### config.mk
export PLATFORM = sky130hd
export DESIGN_NAME = bht_predictor_flat
export DESIGN_NICKNAME = d
export VERILOG_FILES = /design/src/rtl/bht_predictor_if.sv /design/src/rtl/bht_predictor.sv /design/src/flat_wrapper.sv
export SDC_FILE = /design/constraint.sdc
export NUM_CORES = 2
export LEC_CHECK = 0
export ABC_AREA = 0
export CAP_MARGIN = 20
export CORE_ASPECT_RATIO = 0.75
export CORE_MARGIN = 4
export CORE_UTILIZATION = 30
export CTS_CLUSTER_SIZE = 28
export DETAILED_ROUTE_END_ITERATION = 10
export GPL_TIMING_DRIVEN = 0
export PLACE_DENSITY_LB_ADDON = 0.08
export SLEW_MARGIN = 20
export SYNTH_ARGS = -nofsm -noshare
export SYNTH_HDL_FRONTEND = slang
export SYNTH_SLANG_ARGS = --single-unit
### constraint.sdc
create_clock -name clk -period 64.8 [get_ports clk]
set_clock_uncertainty 0.05 [all_clocks]
set_input_delay 6.48 -clock clk [delete_from_list [all_inputs] [get_ports clk]]
set_output_delay 6.48 -clock clk [all_outputs]
set_load 0.005 [all_outputs]
### src/rtl/bht_predictor_if.sv
// Request/response bundle between the fetch stage and the branch history table.
// master: fetch/resolve side driving requests; slave: the predictor itself.
interface bht_predictor_if #(
  parameter int CTR_W = 2,
  parameter int GHR_W = 10
);
  logic             flush;
  logic             ready;
  logic             pred_valid;
  logic [31:0]      pred_pc;
  logic             pred_out_valid;
  logic             pred_taken;
  logic [CTR_W-1:0] pred_ctr;
  logic [GHR_W-1:0] pred_ghr;
  logic             upd_valid;
  logic [31:0]      upd_pc;
  logic             upd_taken;
  logic [GHR_W-1:0] upd_ghr;

  modport master (
    output flush, pred_valid, pred_pc, upd_valid, upd_pc, upd_taken, upd_ghr,
    input  ready, pred_out_valid, pred_taken, pred_ctr, pred_ghr
  );

  modport slave (
    input  flush, pred_valid, pred_pc, upd_valid, upd_pc, upd_taken, upd_ghr,
    output ready, pred_out_valid, pred_taken, pred_ctr, pred_ghr
  );
endinterface

### src/rtl/bht_predictor.sv
// Branch history table of saturating counters with a registered one-cycle
// prediction and a self-initialising sweep after reset or flush.
// Optional macro GSHARE_EN: adds a non-speculative global history register
// XORed into the table index; otherwise a plain bimodal predictor.
//
// state   | meaning
// --------+-----------------------------------------------------------
// ST_INIT | sweeping WEAK_NT into every entry, requests ignored
// ST_RUN  | table valid, predictions and updates accepted
module bht_predictor #(
  parameter int ENTRIES = 1024,
  parameter int CTR_W   = 2,
  parameter int PC_LSB  = 2,
  parameter int GHR_W   = 10
) (
  input logic clk,
  input logic rst,
  bht_predictor_if.slave bus
);
  localparam int IDX_W = $clog2(ENTRIES);
  localparam logic [CTR_W-1:0] WEAK_NT  = CTR_W'((1 << (CTR_W - 1)) - 1);
  localparam logic [CTR_W-1:0] CTR_MAX  = '1;
  localparam logic [IDX_W-1:0] LAST_IDX = IDX_W'(ENTRIES - 1);

  typedef enum logic {ST_INIT, ST_RUN} state_t;

  state_t           state;
  logic [IDX_W-1:0] init_idx;
  logic             ready_q;
  logic             pred_out_valid_q;
  logic             pred_taken_q;
  logic [CTR_W-1:0] pred_ctr_q;

  logic [CTR_W-1:0] table_mem [ENTRIES];

  logic [IDX_W-1:0] pred_base, upd_base, pred_idx, upd_idx;
  logic             pred_en, upd_en;
  logic [CTR_W-1:0] upd_cur, upd_next, pred_raw, pred_fwd;
  logic             unused_ok;

  assign pred_base = bus.pred_pc[PC_LSB +: IDX_W];
  assign upd_base  = bus.upd_pc[PC_LSB +: IDX_W];

  // A flush cycle drops both the update and the prediction request.
  assign pred_en = (state == ST_RUN) && bus.pred_valid && !bus.flush;
  assign upd_en  = (state == ST_RUN) && bus.upd_valid && !bus.flush;

`ifdef GSHARE_EN
  logic [GHR_W-1:0] ghr, pred_ghr_q;
  logic [GHR_W:0]   ghr_shift;

  assign ghr_shift    = {ghr, bus.upd_taken};
  assign pred_idx     = pred_base ^ IDX_W'(ghr);
  assign upd_idx      = upd_base ^ IDX_W'(bus.upd_ghr);
  assign bus.pred_ghr = pred_ghr_q;
  assign unused_ok    = ^{bus.pred_pc, bus.upd_pc, ghr_shift[GHR_W]};

  // Global history follows resolved branches only; held clear while sweeping.
  always_ff @(posedge clk or posedge rst) begin
    if (rst) begin
      ghr        <= '0;
      pred_ghr_q <= '0;
    end else begin
      if (state == ST_INIT || bus.flush) ghr <= '0;
      else if (upd_en)                   ghr <= ghr_shift[GHR_W-1:0];
      if (pred_en) pred_ghr_q <= ghr;
    end
  end
`else
  assign pred_idx     = pred_base;
  assign upd_idx      = upd_base;
  assign bus.pred_ghr = '0;
  assign unused_ok    = ^{bus.pred_pc, bus.upd_pc, bus.upd_ghr};
`endif

  assign upd_cur  = table_mem[upd_idx];
  assign pred_raw = table_mem[pred_idx];
  // A same-cycle update to the predicted entry is forwarded to the prediction.
  assign pred_fwd = (upd_en && (upd_idx == pred_idx)) ? upd_next : pred_raw;

  // Saturating step of the counter being updated.
  always_comb begin
    upd_next = upd_cur;
    if (bus.upd_taken) begin
      if (upd_cur != CTR_MAX) upd_next = upd_cur + 1'b1;
    end else begin
      if (upd_cur != '0) upd_next = upd_cur - 1'b1;
    end
  end

  // Table write port: init sweep has priority, otherwise resolved updates.
  always_ff @(posedge clk) begin
    if (state == ST_INIT) table_mem[init_idx] <= WEAK_NT;
    else if (upd_en)      table_mem[upd_idx]  <= upd_next;
  end

  // Sequencer plus registered prediction outputs.
  always_ff @(posedge clk or posedge rst) begin
    if (rst) begin
      state            <= ST_INIT;
      init_idx         <= '0;
      ready_q          <= 1'b0;
      pred_out_valid_q <= 1'b0;
      pred_taken_q     <= 1'b0;
      pred_ctr_q       <= '0;
    end else begin
      pred_out_valid_q <= pred_en;
      if (pred_en) begin
        pred_ctr_q   <= pred_fwd;
        pred_taken_q <= pred_fwd[CTR_W-1];
      end
      case (state)
        ST_INIT: begin
          if (bus.flush) begin
            init_idx <= '0;
          end else if (init_idx == LAST_IDX) begin
            state    <= ST_RUN;
            ready_q  <= 1'b1;
            init_idx <= '0;
          end else begin
            init_idx <= init_idx + 1'b1;
          end
        end
        ST_RUN: begin
          if (bus.flush) begin
            state    <= ST_INIT;
            ready_q  <= 1'b0;
            init_idx <= '0;
          end
        end
        default: state <= ST_INIT;
      endcase
    end
  end

  assign bus.ready          = ready_q;
  assign bus.pred_out_valid = pred_out_valid_q;
  assign bus.pred_taken     = pred_taken_q;
  assign bus.pred_ctr       = pred_ctr_q;
endmodule

### src/flat_wrapper.sv
// flat-port wrapper written by rule: the top's interface ports become plain ports
module bht_predictor_flat 
#(
  parameter int ENTRIES = 1024,
  parameter int CTR_W   = 2,
  parameter int PC_LSB  = 2,
  parameter int GHR_W   = 10
)
  (clk, rst, bus_flush, bus_pred_valid, bus_pred_pc, bus_upd_valid, bus_upd_pc, bus_upd_taken, bus_upd_ghr, bus_ready, bus_pred_out_valid, bus_pred_taken, bus_pred_ctr, bus_pred_ghr);
  bht_predictor_if #(.CTR_W(CTR_W), .GHR_W(GHR_W)) bus_i ();
  input logic clk;
  input logic rst;
  input wire logic [$bits(bus_i.flush)-1:0] bus_flush;
  input wire logic [$bits(bus_i.pred_valid)-1:0] bus_pred_valid;
  input wire logic [$bits(bus_i.pred_pc)-1:0] bus_pred_pc;
  input wire logic [$bits(bus_i.upd_valid)-1:0] bus_upd_valid;
  input wire logic [$bits(bus_i.upd_pc)-1:0] bus_upd_pc;
  input wire logic [$bits(bus_i.upd_taken)-1:0] bus_upd_taken;
  input wire logic [$bits(bus_i.upd_ghr)-1:0] bus_upd_ghr;
  output wire logic [$bits(bus_i.ready)-1:0] bus_ready;
  output wire logic [$bits(bus_i.pred_out_valid)-1:0] bus_pred_out_valid;
  output wire logic [$bits(bus_i.pred_taken)-1:0] bus_pred_taken;
  output wire logic [$bits(bus_i.pred_ctr)-1:0] bus_pred_ctr;
  output wire logic [$bits(bus_i.pred_ghr)-1:0] bus_pred_ghr;
  assign bus_i.flush = bus_flush;
  assign bus_i.pred_valid = bus_pred_valid;
  assign bus_i.pred_pc = bus_pred_pc;
  assign bus_i.upd_valid = bus_upd_valid;
  assign bus_i.upd_pc = bus_upd_pc;
  assign bus_i.upd_taken = bus_upd_taken;
  assign bus_i.upd_ghr = bus_upd_ghr;
  assign bus_ready = bus_i.ready;
  assign bus_pred_out_valid = bus_i.pred_out_valid;
  assign bus_pred_taken = bus_i.pred_taken;
  assign bus_pred_ctr = bus_i.pred_ctr;
  assign bus_pred_ghr = bus_i.pred_ghr;
  bht_predictor #(.ENTRIES(ENTRIES), .CTR_W(CTR_W), .PC_LSB(PC_LSB), .GHR_W(GHR_W)) u_core (.clk(clk), .rst(rst), .bus(bus_i));
endmodule
==> reports/metrics.cfg <==
[floorplanning]
rows = 183
die_y_um = 510
coreArea_um2 = 333000
ios = 95
die_w_um = 677
dieArea_um2 = 345000
initial_core_util = 0.303

[timing]
min_period_over_period = 0.240
rsz0062_at_grt = false
fin_tns_setup_ps = 0
slew_headroom = 0.0736
slew_viol_final = 0
timing.fmax_mhz = 64.3
hold_viol_final = 0
fin_ws_ps = 49240
setup-violations-final = 0
tightest_slew_ps = 1390
holdWs_ps = 476
period_minus_slack_ps = 15560

[clock_network]
insertion_delay_ps = 1000
cts_setup_buffers = 0
hold_buffers = 0
cts_tree = yes
post_cts_resized = 0
cts.sinks = 2063
clkTransAtPathRegs_ps = 60
cts_made_buffers = 234
cts_max_level = 4
clock_path_buffers = 4
clockRootBuffer = clkbuf_16

[critical_path]
critPathRequiredTime_ps = 65570
crit_path_max_fanout = 13
crit_type = in2reg
crit_path_end_kind = flop
startpoint_type = input port
rrSetupSlack_ps = 58210
reg2reg_to = u_core.table_mem[462][1]
reg2reg_from = u_core.table_mem[496][1]
rr_worst_depth = 21
worstPathArrival_ps = 16330

[run]
maxCapViolCount = 0

[yosys]
synth_edf_count = 2048
yosysSeqAreaShare = 0.614
syn_area_um2 = 101000
ys_types = 75
syn_avg_cell_area_um2 = 16.6
synth_top_flop_cell = edfxtp_1
ys_async_sr_fraction = 0.00727
yosysWarnings = 0
yosys_register_bits = 2063
netlist_instances = 6061

[placed_design]
dp.cells = 10900
port_buffers = 19
place.gp.congestion = 1.07
place_hpwl_mm = 551
pre_cts_ws_ps = 49100

[hold_path]
hold_path.class = reg2reg
whs_path_depth = 1
worstHoldEndpoint = u_core.bus.ready
hold_start = u_core.bus.ready

[global_routing]
overflow = 0
grtUsageTotal = 0.420
grt_first_pass_wirelength_mm = 899
grt_max_degree = 33
grt_pass1_vias = 70900
grt_antenna_before_repair = 182

[pwr]
internal_power_w = 0.00229
power_switching_w = 0.000910
p_comb_frac = 0.118
power_density_nw_per_um2 = 26.1
ir_drop_mv = 0.0215
p_seq_frac = 0.451
p_clk_frac = 0.431
power_switching_share = 0.284
p_leak_nw = 42.7

[drt]
routed_wl_mm = 744
vias = 82300
viasPerCell = 7.16
first_iter_violations = 19600
drt_pass1_iterations = 6
drc = 0
drtAntennaViolNets = 0
wl_per_cell_um = 64.7

[finish]
final_nets = 6803
final_cell_count_no_fill = 11500
area_delta_synth_final_pct = 21.9
drive_above_1_share = 0.336

[run_status]
status = finished, final reports clean

[how the worst max path moves through the flow]
stage / startpoint / end / slack [ps] / cells past startpoint
after floorplan: bus_upd_pc[2] / u_core.table_mem[0][0] / 8060 / 13
after global placement: bus_upd_pc[3] / u_core.table_mem[238][0] / -53630 / 12
after detailed placement: bus_upd_pc[2] / u_core.table_mem[467][1] / 49100 / 27
after CTS: bus_upd_pc[2] / u_core.table_mem[462][1] / 50130 / 27
after global routing: bus_upd_pc[3] / u_core.table_mem[464][1] / 49650 / 26
final: bus_upd_pc[3] / u_core.table_mem[462][1] / 49240 / 26
[registers in the layout, summed over array words and instances, names as in the netlist]
signal,count
u_core.init_idx,10
u_core.bus.ready,1
u_core.table_mem,2048
u_core.bus.pred_out_valid,1
u_core.bus.pred_taken,1
u_core.bus.pred_ctr,1
u_core.state,1
[synthesized netlist by cell type, types with 18 or more instances]
| library cell | n | area share |
|---|---|---|
| nand3_1 | 66 | 0.0033 |
| a221oi_1 | 28 | 0.0024 |
| clkbuf_1 | 351 | 0.013 |
| a21oi_1 | 51 | 0.0025 |
| nand2_1 | 164 | 0.0061 |
| buf_2 | 100 | 0.0050 |
| mux2i_1 | 154 | 0.015 |
| mux2_2 | 40 | 0.0045 |
| a22oi_1 | 150 | 0.011 |
| mux4_2 | 1027 | 0.23 |
| o22ai_1 | 44 | 0.0027 |
| nor2_1 | 1108 | 0.041 |
| o211ai_1 | 24 | 0.0018 |
| nand4_1 | 18 | 0.0011 |
| nor3_1 | 51 | 0.0025 |
| o21ai_0 | 67 | 0.0033 |
| a22o_1 | 85 | 0.0074 |
| a31oi_1 | 37 | 0.0023 |
| nand2b_1 | 30 | 0.0019 |
| a211oi_1 | 22 | 0.0016 |
| nor2b_1 | 49 | 0.0030 |
| buf_1 | 47 | 0.0018 |
| buf_6 | 24 | 0.0027 |
| edfxtp_1 | 2048 | 0.61 |
| buf_4 | 64 | 0.0048 |
[metal layers]
layer,part of all wire,GRT usage,vias up
met4,0.076,0.277,99
met1,0.38,0.538,44300
met5,0.0015,0.00149,-
met3,0.17,0.247,2015
li1,-,-,26300
met2,0.37,0.523,9569
[final cells by class]
cell class,instances,area (µm²)
antenna,152,380
buffer,586,3290
clock buffer,269,6040
clock inverter,147,1400
fill,31300,210000
inverter,15,56.3
multi-input combinational,3406,36300
sequential,2063,61900
tap,4440,5560
timing repair buffer,416,7810
[through the flow]
stage | power (W) | instance area (µm²) | util
2_1_floorplan | 0.00158 | 101000 | -
3_3_place_gp | 0.00179 | 106000 | 0.320
4_1_cts | 0.00316 | 122000 | 0.367
6_report | 0.00320 | 123000 | 0.369
3_5_place_dp | 0.00182 | 115000 | 0.345
5_1_grt | 0.00322 | 122000 | 0.368
[layout by cell type (no fill, tap or decap), types with 28 or more instances in the layout]
| cell type | Yosys | layout |
|---|---|---|
| a21oi_1 | 51 | 50 |
| buf_12 | 0 | 124 |
| buf_2 | 100 | 97 |
| nor2_1 | 1108 | 1095 |
| buf_6 | 24 | 47 |
| nand3_1 | 66 | 65 |
| nand2b_1 | 30 | 29 |
| nor3_1 | 51 | 48 |
| a22o_1 | 85 | 85 |
| mux2_2 | 40 | 40 |
| clkbuf_2 | 0 | 188 |
| edfxtp_1 | 2048 | 2048 |
| mux4_2 | 1027 | 1027 |
| nor2b_1 | 49 | 41 |
| a31oi_1 | 37 | 36 |
| clkbuf_16 | 0 | 235 |
| a221oi_1 | 28 | 28 |
| clkbuf_4 | 0 | 53 |
| clkbuf_1 | 351 | 141 |
| buf_4 | 64 | 183 |
| diode_2 | 0 | 152 |
| clkinv_1 | 1 | 51 |
| a22oi_1 | 150 | 150 |
| o22ai_1 | 44 | 44 |
| buf_16 | 0 | 143 |
| clkinv_2 | 0 | 48 |
| o21ai_0 | 67 | 63 |
| mux2i_1 | 154 | 153 |
| nand2_1 | 164 | 158 |
[logic make-up after synthesis]
family | synth area share
other cells | 0.0000372
buf+inv | 0.0278
flops | 0.614
simple gates | 0.0649
mux | 0.249
fa+ha+maj | 0.000124
xor+xnor | 0.00122
compound gates | 0.0421
[power groups by stage]
stage                     clock network (W)  logic, W  registers [W]
after floorplan                           0  0.000107        0.00147
after global placement                    0  0.000315        0.00147
after detailed placement                  0  0.000344        0.00147
after CTS                           0.00137  0.000344        0.00144
after global routing                0.00143  0.000350        0.00144
final                               0.00138  0.000377        0.00144
[critical path, stage by stage]
cell and delay [ps]:
buf_2 260, buf_2 980, nor2b_1 990, clkbuf_2 640, buf_16 240, clkbuf_1 920
a22oi_1 150, a21oi_1 660, nor3_1 310, nand2_1 240, nand3_1 650, o311ai_2 300
buf_4 240, a21oi_1 120, nor3_2 570, buf_4 340, buf_6 180, buf_4 180
buf_4 210, buf_4 190, buf_4 210, buf_4 240, buf_4 240, buf_4 240
buf_4 220, buf_6 170
Note: power is estimated with default switching activity, not from simulation.
